`config.mk`:
```
export PLATFORM = sky130hd
export DESIGN_NAME = irda_fir_rx_byte_assembler
export DESIGN_NICKNAME = d
export VERILOG_FILES = /design/src/rtl/irda_fir_rx_byte_assembler_pkg.sv /design/src/rtl/irda_crc32_byte.sv /design/src/rtl/irda_fir_rx_byte_assembler.sv
export SDC_FILE = /design/constraint.sdc
export NUM_CORES = 1
export LEC_CHECK = 0
export BUFFER_PORTS_ARGS = -buffer_cell sky130_fd_sc_hd__buf_4
export CAP_MARGIN = 20
export CORE_ASPECT_RATIO = 1.2
export CORE_MARGIN = 2
export CORE_UTILIZATION = 45
export CTS_CLUSTER_DIAMETER = 40
export DETAILED_ROUTE_END_ITERATION = 10
export PLACE_DENSITY = 0.67
export SYNTH_ARGS = -nofsm -noshare
export SYNTH_HDL_FRONTEND = slang
export SYNTH_SLANG_ARGS = --single-unit
export TNS_END_PERCENT = 1
```
`constraint.sdc`:
```
create_clock -name clk -period 3.35 [get_ports clk]
set_input_delay 0.67 -clock clk [delete_from_list [all_inputs] [get_ports clk]]
set_output_delay 0.67 -clock clk [all_outputs]
set_load 0.01 [all_outputs]
```
`src/rtl/irda_fir_rx_byte_assembler_pkg.sv`:
```
// Shared constants, state encoding and CRC-32 helper for the FIR receive byte assembler.
// CRC items are only referenced when IRDA_FIR_RX_CRC_EN is defined.
package irda_fir_rx_byte_assembler_pkg;

    localparam int MAX_BYTES_DEFAULT = 2050;
    localparam int CNT_W_DEFAULT     = 12;

    // CRC-32 polynomial 0x04C11DB7 in bit-reflected form, processed LSB first
    localparam logic [31:0] CRC_POLY_REFL = 32'hEDB88320;
    localparam logic [31:0] CRC_INIT      = 32'hFFFFFFFF;
    localparam logic [31:0] CRC_RESIDUE   = 32'hDEBB20E3;

    typedef enum logic {
        ST_IDLE = 1'b0,
        ST_RECV = 1'b1
    } rx_state_e;

    function automatic logic [31:0] crc32_byte_next(input logic [31:0] crc,
                                                    input logic [7:0]  data);
        logic [31:0] c;
        c = crc ^ {24'h000000, data};
        for (int i = 0; i < 8; i++) begin
            c = c[0] ? ((c >> 1) ^ CRC_POLY_REFL) : (c >> 1);
        end
        return c;
    endfunction

endpackage

```
`src/rtl/irda_crc32_byte.sv`:
```
// Byte-wide combinational CRC-32 next-state (reflected, LSB first).
// Instantiated by the byte assembler only when IRDA_FIR_RX_CRC_EN is defined.
module irda_crc32_byte
    import irda_fir_rx_byte_assembler_pkg::*;
(
    input  logic [31:0] crc,
    input  logic [7:0]  data,
    output logic [31:0] crc_next
);

    assign crc_next = crc32_byte_next(crc, data);

endmodule

```
`src/rtl/irda_fir_rx_byte_assembler.sv`:
```
// FIR 4PPM receive byte assembler: bytes, frame end, frame error and CRC result.
// Optional CRC-32 residue check enabled by defining IRDA_FIR_RX_CRC_EN.
module irda_fir_rx_byte_assembler
    import irda_fir_rx_byte_assembler_pkg::*;
#(
    parameter int MAX_BYTES = MAX_BYTES_DEFAULT,
    parameter int CNT_W     = CNT_W_DEFAULT
) (
    input  logic             clk,
    input  logic             wb_rst_i,
    input  logic             fir_rx8_enable,
    input  logic             ppmd_restart,
    input  logic             ppmd_o,
    input  logic             ppmd_bad_chip,
    output logic [7:0]       rx_byte,
    output logic             rx_byte_valid,
    output logic [CNT_W-1:0] rx_byte_cnt,
    output logic             rx_frame_end,
    output logic             rx_frame_err,
    output logic             rx_crc_ok,
    output logic             rx_busy
);

    localparam logic [CNT_W-1:0] MAX_CNT = CNT_W'(MAX_BYTES);

    rx_state_e  state_q;
    rx_state_e  state_d;
    logic [1:0] chip_cnt;
    logic [1:0] chip_now;
    logic       bit_phase;
    logic [2:0] bit_cnt;
    logic [7:0] shift_q;
    logic [7:0] shift_next;
    logic       take_bit;
    logic       byte_done;
    logic       overflow;
    logic       stop_hit;
    logic       err_next;
    logic       crc_ok_next;

    // chip_cnt counts chips already taken; the chip arriving with this enable is chip_cnt+1,
    // which puts the symbol-end chip on the same enable as the second bit of the symbol.
    assign chip_now   = chip_cnt + 2'd1;
    assign shift_next = {ppmd_o, shift_q[7:1]};
    assign err_next   = rx_frame_err | (bit_cnt != 3'd0);
    assign rx_busy    = (state_q == ST_RECV);

    always_comb begin
        state_d   = state_q;
        take_bit  = 1'b0;
        byte_done = 1'b0;
        overflow  = 1'b0;
        stop_hit  = 1'b0;
        if (ppmd_restart) begin
            state_d = ST_RECV;
        end else if (fir_rx8_enable && (state_q == ST_RECV)) begin
            if ((chip_now == 2'd3) && ppmd_bad_chip) begin
                // stop flag wins; any bit presented on this enable is discarded
                stop_hit = 1'b1;
                state_d  = ST_IDLE;
            end else if (bit_phase) begin
                take_bit = 1'b1;
                if (bit_cnt == 3'd7) begin
                    if (rx_byte_cnt == MAX_CNT) begin
                        overflow = 1'b1;
                        state_d  = ST_IDLE;
                    end else begin
                        byte_done = 1'b1;
                    end
                end
            end
        end
    end

`ifdef IRDA_FIR_RX_CRC_EN
    logic [31:0] crc_q;
    logic [31:0] crc_d;

    irda_crc32_byte u_crc (
        .crc      (crc_q),
        .data     (shift_next),
        .crc_next (crc_d)
    );

    always_ff @(posedge clk) begin
        if (wb_rst_i || ppmd_restart) begin
            crc_q <= CRC_INIT;
        end else if (byte_done) begin
            crc_q <= crc_d;
        end
    end

    assign crc_ok_next = (crc_q == CRC_RESIDUE) && !err_next;
`else
    assign crc_ok_next = !err_next;
`endif

    always_ff @(posedge clk) begin
        if (wb_rst_i) begin
            state_q       <= ST_IDLE;
            chip_cnt      <= 2'd0;
            bit_phase     <= 1'b0;
            bit_cnt       <= 3'd0;
            shift_q       <= 8'h00;
            rx_byte       <= 8'h00;
            rx_byte_valid <= 1'b0;
            rx_byte_cnt   <= '0;
            rx_frame_end  <= 1'b0;
            rx_frame_err  <= 1'b0;
            rx_crc_ok     <= 1'b0;
        end else begin
            state_q       <= state_d;
            rx_byte_valid <= 1'b0;
            rx_frame_end  <= 1'b0;
            if (ppmd_restart) begin
                chip_cnt     <= 2'd1;
                bit_phase    <= 1'b0;
                bit_cnt      <= 3'd0;
                shift_q      <= 8'h00;
                rx_byte_cnt  <= '0;
                rx_frame_err <= 1'b0;
                rx_crc_ok    <= 1'b0;
            end else if (fir_rx8_enable) begin
                chip_cnt  <= chip_now;
                bit_phase <= ~bit_phase;
                if (take_bit) begin
                    shift_q <= shift_next;
                    bit_cnt <= bit_cnt + 3'd1;
                end
                if (byte_done) begin
                    rx_byte       <= shift_next;
                    rx_byte_valid <= 1'b1;
                    rx_byte_cnt   <= rx_byte_cnt + 1'b1;
                end
                if (overflow) begin
                    rx_frame_err <= 1'b1;
                    rx_frame_end <= 1'b1;
                    rx_crc_ok    <= 1'b0;
                end
                if (stop_hit) begin
                    rx_frame_err <= err_next;
                    rx_frame_end <= 1'b1;
                    rx_crc_ok    <= crc_ok_next;
                end
            end
        end
    end

endmodule

```
==> results of run 1 <==
sequential cells by signal, indices dropped and copies added (netlist names):
name / cells
chip_cnt: 2
rx_byte_valid: 1
rx_byte: 8
rx_busy: 1
rx_byte_cnt: 12
bit_phase: 1
rx_crc_ok: 1
rx_frame_end: 1
rx_frame_err: 1
bit_cnt: 3
shift_q: 7
routing by layer:
metal  part of all wire (%)  global-route usage (%)  wire length (um)
met1                     43                    21.6              1590
met2                     51                    32.7              1890
met3                    3.8                    5.67               142
met4                    2.6                    10.1                95
met5                      0                       0                 0
per-stage QoR:
step	instance area, um^2	cells	worst slack [ps]	utilization, %
5_1_grt	2010	254	961	55.9
3_3_place_gp	1900	246	1020	52.7
6_report	2010	254	1100	55.9
4_1_cts	2010	254	1110	55.9
2_1_floorplan	1670	187	1180	-
3_5_place_dp	1900	246	957	52.7
layout make-up:
cell class | instances | share of cell area [%]
clock buffers | 5 | 3.42
clock inverters | 3 | 2.24
inverters | 8 | 1.49
multi-input cells | 129 | 40.7
flip-flops and latches | 38 | 37.8
well taps | 39 | 2.42
repair buffers | 32 | 11.9
layout by cell type (no fill, tap or decap), types with 3 or more instances in the layout:
cell type,count
dfxtp_1,38
buf_4,32
a21oi_1,20
nor2_1,18
nand3_1,17
o21ai_0,12
mux2i_1,10
inv_1,8
ha_1,6
clkbuf_8,5
nor3_1,4
nand4_1,4
xnor2_1,4
o31ai_1,3
or4_1,3
or3_2,3
nand2_1,3
nor4_1,3
report_power, final:
| group | internal [uW] | leakage, uW | switching, uW |
|---|---|---|---|
| clock | 221 | 0.0000504 | 167 |
| combinational | 11.3 | 0.000352 | 16.6 |
| sequential | 455 | 0.000307 | 2.58 |
| total | 687 | 0.000709 | 186 |
final timing paths:
check                                       to  cells past startpoint  slack, ps
hold / removal         rx_byte[0]$_SDFFE_PP0P_                      2        480
setup / recovery  rx_byte_cnt[11]$_SDFFE_PP0P_                      6       1100
hold reg to reg        rx_byte[0]$_SDFFE_PP0P_                      2        480
setup reg to reg  rx_byte_cnt[11]$_SDFFE_PP0P_                      6       1100
critical path: stages, from the launching register on:
cell	delay, ps
dfxtp_1	380
ha_1	170
ha_1	180
nand3_4	100
or4_1	680
or4_1	510
a21oi_1	160
cells by family (layout without fill, tap and decap cells):
logic type      after synthesis  in the layout  synth area share, %
mux                          10             10                 6.01
simple gates                 66             66                 21.6
compound gates               42             42                 14.5
buf+inv                      20             48                 5.11
xor+xnor                      5              5                 2.63
fa+ha+maj                     6              6                 4.50
flops                        38             38                 45.6
==> summary.txt, run 1 <==
Synthesis
  – FF+latch count, synth: 38
  – Ranking of synthesized cells by area: dfxtp_1 46%, a21oi_1 6.0%, mux2i_1 6.0%, nand3_1 5.1%, ha_1 4.5%
  – Top cells by count, synth: 38 x dfxtp_1, 20 x a21oi_1, 18 x nor2_1, 17 x nand3_1, 12 x o21ai_0
  – Sequential area share after synthesis: between 40% and 50%
  – EDFF count, synth: 0
  – YS warnings: 0
  – Mapped Cells: roughly 190
  – Yosys top cell by area: dfxtp_1
  – Synthesized area: approximately 1700 um^2
  – Synth Net Count: around 200
  – Most common cell in the netlist: dfxtp_1
  – FFs w/ async S/R, synth: 0%
  – Mean Syn Cell Area: 8.91 um^2
  – Yosys cell types: 35
  – Post-synth top flop: dfxtp_1
  – Share of the synthesized area in the top cell type: a little under half

Detailed routing
  – Avg WL per Cell: between 10 and 15 um
  – Via count: around 1,500
  – DR vias/cell: just under 6
  – DRT antenna net count: 0
  – Detailed Routing Iterations Pass 1: 4
  – Initial drt markers: 73
  – DRC violations left: 0
  – Final WL: ~3.7 mm

Timing
  – Least-Margin Pin Slew: 592 ps
  – Setup TNS: 0 ps
  – Fin crit share: ~67%
  – Slew HR: ~60%
  – Final hold slack: roughly 480 ps
  – Final Skew: around 3.2 ps
  – Max Clk Rate: ~0.44 GHz
  – RSZ-0062 raised after global routing: no
  – Minimum clock period: 2250 ps
  – Slew Viols, Final: 0
  – Final setup vio count: 0
  – Endpoints failing hold: 0

GRT
  – First-pass GRT wire length: a little over 6 mm
  – Initial antenna violation count: 0
  – Largest net degree at the start of global routing: 26
  – Total Routing Usage GR: about a fifth
  – Vias in the first global route: roughly 1,400
  – Remaining Overflow, GRT: 0

Clocking
  – Clock slew at reported path FFs: 80 ps
  – CTS H-tree lvls: 2
  – CTS tree: yes
  – Post-CTS Hold Buffers: 0
  – CTS root buf: clkbuf_8
  – Worst-skew pair later-pin latency: between 200 and 300 ps
  – CTS Sinks: 38
  – Setup bufs post-CTS: 0
  – CTS Buf Count: 5
  – CTS resizes: 0
  – Clock Path Buffers: 2

Final layout
  – Multi-input logic area: 821 um^2
  – Area growth syn-to-layout: 20.9%
  – Register area: roughly 760 um^2
  – Layout cells sized above 1: 21.4%
  – Fin nets: approximately 230
  – Fillers: ~330
  – Inserted Diodes: 0

Die
  – Die span in x: approximately 60 um
  – Num ports: 31
  – Initial Util: between 40% and 50%
  – Die area: between 4000 and 5000 um^2
  – Placeable core area: between 3000 and 4000 um^2
  – Row cnt: 24
  – Die H: around 71 um

Critical path
  – Required time worst endpoint: between 3000 and 4000 ps
  – Crit end category: register
  – Critical path type: reg2reg
  – Crit. Startpoint: bit_cnt[0]$_SDFFE_PP0P_
  – WP data arrival: around 2500 ps
  – RR Startpoint: bit_cnt[0]$_SDFFE_PP0P_
  – Startpoint types: register
  – Worst-path fanout max: 9

Hold path
  – Hold wc startpoint: shift_q[1]$_SDFFE_PP0P_
  – Hold/Removal Path Class: reg2reg

Job
  – Max-cap violations: 0

Power and ir drop
  – Total power: 873 uW
  – Leak pwr: 0.000709 uW
  – Worst VDD drop: 345 uV
  – Pwr dens: roughly 430 nW/um^2

Status
  – Status: finished clean

Placement
  – Post-DP HPWL: ~2.7 mm
  – GP Congestion: ~0.84
  – Port Buffer Count: 30
(Power assumes the default switching activity.)
==> run 2: changes to the inputs <==
==> constraint.sdc (replaced) <==
create_clock -name clk -period 2.25 [get_ports clk]
set_input_delay 0.45 -clock clk [delete_from_list [all_inputs] [get_ports clk]]
set_output_delay 0.45 -clock clk [all_outputs]
set_load 0.01 [all_outputs]
==> summary.txt, run 2 (same netlist as run 1, synthesis figures left out) <==
Status
  – Status: finished clean

Clocking
  – CTS root buf: clkbuf_8
  – Worst-skew pair later-pin latency: 300 ps (about the same)
  – CTS Sinks: 38 (unchanged)
  – CTS tree: yes
  – Clock Path Buffers: 2 (unchanged)
  – CTS resizes: 0 (unchanged)
  – Setup bufs post-CTS: 0 (unchanged)
  – CTS H-tree lvls: 2 (unchanged)
  – Clock slew at reported path FFs: 80 ps (about the same)
  – Post-CTS Hold Buffers: 0 (unchanged)
  – CTS Buf Count: 5 (unchanged)

GRT
  – Met2 Usage GRT: 32.4% (-0.37 points)
  – Met3 Use GR: 5.48% (-0.18 points)
  – First-pass GRT wire length: 5.98 mm (-4.0%)
  – Initial antenna violation count: 0 (unchanged)
  – Vias in the first global route: 1,381 (-4.0%)
  – Met1 Use GR: 19.9% (-1.8 points)
  – Total Routing Usage GR: 18.7% (-0.79 points)
  – Remaining Overflow, GRT: 0 (unchanged)
  – GR peak layer: met2
  – Largest net degree at the start of global routing: 26 (unchanged)

Detailed routing
  – Via count: 1,479 (+0.20%)
  – DRT antenna net count: 0 (unchanged)
  – Avg WL per Cell: 14.2 um (-3.1%)
  – Final WL: 3.64 mm (-2.0%)
  – DR vias/cell: 5.75 (-0.97%)
  – Detailed Routing Iterations Pass 1: 4 (unchanged)
  – DRC violations left: 0 (unchanged)
  – Initial drt markers: 44 (-40%)

Die
  – Placeable core area: 3600 um^2 (unchanged)
  – Die H: 70.7 um (unchanged)
  – Die area: 4210 um^2 (unchanged)
  – Row cnt: 24 (unchanged)
  – Die span in x: 59.6 um (unchanged)
  – Initial Util: 46.2% (unchanged)
  – Num ports: 31 (unchanged)

Final layout
  – Max reg flops: 12 (unchanged)
  – Fin nets: 229 (+1.3%)
  – Most frequent cells in the layout: 37 x dfxtp_1, 35 x buf_4, 20 x a21oi_1
  – Core Util, Final: 56.1% (+0.24 points)
  – Inserted Diodes: 0 (unchanged)
  – Area growth syn-to-layout: 21.4%
  – Biggest regs: rx_byte_cnt (12), rx_byte (8), shift_q (7)
  – Post-Layout Inst Area: 2020 um^2 (+0.43%)
  – Register area: 762 um^2 (+0.16%)
  – Multi-input logic area: 825 um^2 (+0.46%)
  – Commonest non-fill, non-tap cell in the layout: dfxtp_1
  – Top reg by flops: rx_byte_cnt
  – Fillers: 340 (+1.8%)
  – Layout cells sized above 1: 23.4% (+2.0 points)
  – Final non-filler cell total: 257 (+1.2%)

Timing
  – Slew HR: 68.3% (+7.9 points)
  – Setup TNS: 0 ps (unchanged)
  – Max Clk Rate: 0.478 GHz (+7.8%)
  – Fin crit share: 93.0% (+26 points)
  – Slew Viols, Final: 0 (unchanged)
  – Minimum clock period: 2090 ps (-163 ps)
  – Final setup vio count: 0 (unchanged)
  – Endpoints failing hold: 0 (unchanged)
  – RSZ-0062 raised after global routing: no
  – Least-Margin Pin Slew: 475 ps (-116 ps)
  – Final Skew: 9.64 ps (+6.44 ps)

Critical path
  – Max incr delay on CP: 600 ps (-80 ps)
  – RR Startpoint: bit_cnt[1]$_SDFFE_PP0P_
  – CP Cell Sequence: ha_1 > ha_1 > nand3_4 > or4_4 > or4_1 > a21oi_1
  – Worst-path fanout max: 9 (unchanged)
  – Critical path type: reg2reg
  – Crit-path slowest cell: or4_4
  – WP data arrival: 2320 ps (-160 ps)
  – Required time worst endpoint: 2480 ps (-1090 ps)
  – Crit. Startpoint: bit_cnt[1]$_SDFFE_PP0P_
  – Crit end category: register
  – CP dominant cell by count: ha_1
  – Startpoint types: register

Power and ir drop
  – Worst VDD drop: 357 uV (+3.6%)
  – Leak pwr: 0.000722 uW (+1.8%)
  – Pwr dens: 601 nW/um^2 (+39%)

Hold path
  – Hold/Removal Path Class: in2reg
  – Hold wc startpoint: wb_rst_i

Job
  – Max-cap violations: 0 (unchanged)

Placement
  – Placed Area: 1920 um^2 (+1.2%)
  – Port Buffer Count: 30 (unchanged)
  – # placed instances: 249 (+1.2%)
  – GP Congestion: 0.838 (-0.68%)
  – Post-DP HPWL: 2.66 mm (-0.15%)
==> run 2: cell count changes in the layout (fill, tap and decap cells not counted), sizes merged <==
cell,delta
clkinv,+1
clkinvlp,-1
bufinv,-1
clkbuf,+1
buf,+3
==> run 2: worst paths after layout <==
kind,slack (ps),depth (start not counted),to
max,160,6,rx_byte_cnt[11]$_SDFFE_PP0P_
min,420,2,rx_byte[0]$_SDFFE_PP0P_
max reg2reg,160,6,rx_byte_cnt[11]$_SDFFE_PP0P_
min reg2reg,480,2,rx_byte[5]$_SDFFE_PP0P_
==> run 2: per-layer routing <==
layer	up-vias	wire length, um
met5	-	0
met4	0	78
met3	11	146
met2	31	1830
met1	704	1580
li1	733	-
==> run 2: stage by stage <==
step | setup WS (ps) | power, uW | hold WS, ps
floorplan | 178 | 724 | 443
global placement | 111 | 737 | 468
detailed placement | 36.1 | 738 | 470
CTS | 28.2 | 1230 | 411
global route | 5.77 | 1260 | 417
finish | 158 | 1220 | 418
==> run 2: final cells by class <==
| cell class | count | share of cell area (%) |
|---|---|---|
| clock buffers | 6 | 4.08 |
| clock inverters | 2 | 0.618 |
| inverters | 8 | 1.48 |
| multi-input cells | 129 | 40.8 |
| flip-flops and latches | 38 | 37.7 |
| well taps | 39 | 2.41 |
| repair buffers | 35 | 13.0 |
==> run 2: power breakdown <==
part | total (uW) | internal (uW) | switching (uW)
registers | 681 | 677 | 3.91
logic | 41.5 | 16.9 | 24.6
clock network | 494 | 246 | 248
==> run 2: critical path: cells and delay by family, from the launching register on <==
family / cells / cell delay (ps)
AO/OA/AOI/OAI: 1 / 140
adder cells (fa/ha/maj): 2 / 350
flip-flops: 1 / 360
AND/OR/NAND/NOR: 3 / 1180
==> run 3: changes to the inputs <==
==> constraint.sdc (replaced) <==
create_clock -name clk -period 2.1 [get_ports clk]
set_input_delay 0.42 -clock clk [delete_from_list [all_inputs] [get_ports clk]]
set_output_delay 0.42 -clock clk [all_outputs]
set_load 0.01 [all_outputs]
==> summary.txt, run 3 (same netlist as run 1, synthesis figures left out) <==
Timing
  – Slew HR: 68.8% (+0.46 points)
  – Endpoints failing hold: 0 (unchanged)
  – Slew Viols, Final: 0 (unchanged)
  – Least-Margin Pin Slew: 468 ps (-6.88 ps)
  – Fin crit share: 95.5% (+2.5 points)
  – Minimum clock period: 2010 ps (-86.3 ps)
  – Final setup vio count: 0 (unchanged)
  – Final hold slack: 378 ps (-40.0 ps)
  – Max Clk Rate: 0.499 GHz (+4.3%)
  – RSZ-0062 raised after global routing: no
  – Final Skew: 5.83 ps (-3.81 ps)

Clocking
  – Post-CTS Hold Buffers: 0 (unchanged)
  – Clock Path Buffers: 2 (unchanged)
  – Setup bufs post-CTS: 0 (unchanged)
  – CTS tree: yes
  – CTS Buf Count: 5 (unchanged)
  – CTS H-tree lvls: 2 (unchanged)
  – CTS Sinks: 38 (unchanged)
  – CTS root buf: clkbuf_8
  – Clock slew at reported path FFs: 70 ps (about the same)
  – Worst-skew pair later-pin latency: 290 ps (about the same)

Detailed routing
  – Detailed Routing Iterations Pass 1: 4 (unchanged)
  – Avg WL per Cell: 14.3 um (+1.2%)
  – DRT antenna net count: 0 (unchanged)
  – Final WL: 3.76 mm (+3.2%)
  – DRC violations left: 0 (unchanged)
  – Via count: 1,502 (+1.6%)
  – DR vias/cell: 5.73 (-0.38%)
  – Initial drt markers: 77 (+75%)

Power and ir drop
  – Worst VDD drop: 462 uV (+29%)
  – Pwr dens: 626 nW/um^2 (+4.2%)
  – Total power: 1290 uW (+6.3%)
  – Leak pwr: 0.000750 uW (+3.9%)

Final layout
  – Top reg by flops: rx_byte_cnt
  – Most frequent cells in the layout: 40 x buf_4, 37 x dfxtp_1, 20 x a21oi_1
  – Fin nets: 234 (+2.2%)
  – Layout cells sized above 1: 25.6% (+2.2 points)
  – Area growth syn-to-layout: 23.9%
  – Max reg flops: 12 (unchanged)
  – Biggest regs: rx_byte_cnt (12), rx_byte (8), shift_q (7)
  – Commonest non-fill, non-tap cell in the layout: buf_4
  – Inserted Diodes: 0 (unchanged)

GRT
  – Total Routing Usage GR: 19.9% (+1.3 points)
  – Vias in the first global route: 1,453 (+5.2%)
  – Initial antenna violation count: 0 (unchanged)
  – First-pass GRT wire length: 6.42 mm (+7.4%)
  – Remaining Overflow, GRT: 0 (unchanged)
  – Largest net degree at the start of global routing: 26 (unchanged)

Die
  – Row cnt: 24 (unchanged)
  – Num ports: 31 (unchanged)
  – Die H: 70.7 um (unchanged)
  – Initial Util: 46.2% (unchanged)
  – Placeable core area: 3600 um^2 (unchanged)
  – Die span in x: 59.6 um (unchanged)
  – Die area: 4210 um^2 (unchanged)

Hold path
  – Hold wc startpoint: ppmd_o
  – Number of cells on the worst hold path: 3 (+1)
  – Hold/Removal Path Class: in2reg

Critical path
  – Crit. Startpoint: chip_cnt[0]$_SDFFE_PP0P_
  – Critical path type: reg2reg
  – Crit end category: register
  – RR Startpoint: chip_cnt[0]$_SDFFE_PP0P_
  – Reg2Reg Depth: 6 (unchanged)
  – Required time worst endpoint: 2320 ps (-160 ps)
  – Worst-path fanout max: 7 (-2)
  – WP data arrival: 2230 ps (-90 ps)
  – Startpoint types: register

Status
  – Status: finished clean

Placement
  – GP Congestion: 0.866 (+3.3%)
  – Port Buffer Count: 30 (unchanged)
  – Post-DP HPWL: 2.70 mm (+1.5%)

Job
  – Max-cap violations: 0 (unchanged)
==> run 3: area by class of cell <==
class / count / area (um^2)
well taps: 39 / 48.8
flip-flops and latches: 38 / 762
multi-input cells: 129 / 832
clock inverters: 1 / 5.00
fillers: 328 / 1540
clock buffers: 7 / 86.3
inverters: 8 / 30.0
repair buffers: 40 / 300
==> run 3: power breakdown <==
part,total (uW),internal (uW),leakage (uW),switching [uW]
Combinational,48.7,20.9,0.000394,27.8
Clock,514,265,0.0000482,250
Sequential,730,726,0.000307,4.29
Total,1290,1010,0.000750,282
==> run 3: layer usage <==
layer  up-vias  global-route usage [%]  wire length, um
li1        739                       -                -
met2        35                    34.1             2000
met4         0                    9.14               77
met5         -                       0                0
met3         8                    5.30              149
met1       720                    22.5             1530
==> run 3: through the flow <==
step / util (%) / cells / TNS, ps / setup WS, ps / instance area (um^2)
CTS: 57.0 / 262 / 0 / 1.24 / 2060
global placement: 54.4 / 254 / 0 / 18.2 / 1960
floorplan: - / 187 / 0 / 27.6 / 1670
finish: 57.3 / 262 / 0 / 94.5 / 2060
detailed placement: 54.4 / 254 / -147 / -67.4 / 1960
global route: 57.3 / 262 / 0 / 24.6 / 2060
==> run 3: path summary, 6_finish.rpt <==
check | endpoint | slack, ps
max | rx_byte_cnt[11]$_SDFFE_PP0P_ | 90
min | shift_q[7]$_SDFFE_PP0P_ | 380
max reg2reg | rx_byte_cnt[11]$_SDFFE_PP0P_ | 90
min reg2reg | rx_byte[0]$_SDFFE_PP0P_ | 480
==> run 3: worst max-delay path, cell delays in order, from the launching register on <==
cell     delay [ps]
dfxtp_2         340
inv_1            50
ha_1            210
and2_4          160
or4_4           560
or4_1           490
a21oi_1         150
==> run 3: what timing repair did <==
item	in CTS	in global routing
pin swaps	0	1
setup endpoints to repair	4	6
resized for setup	1	3
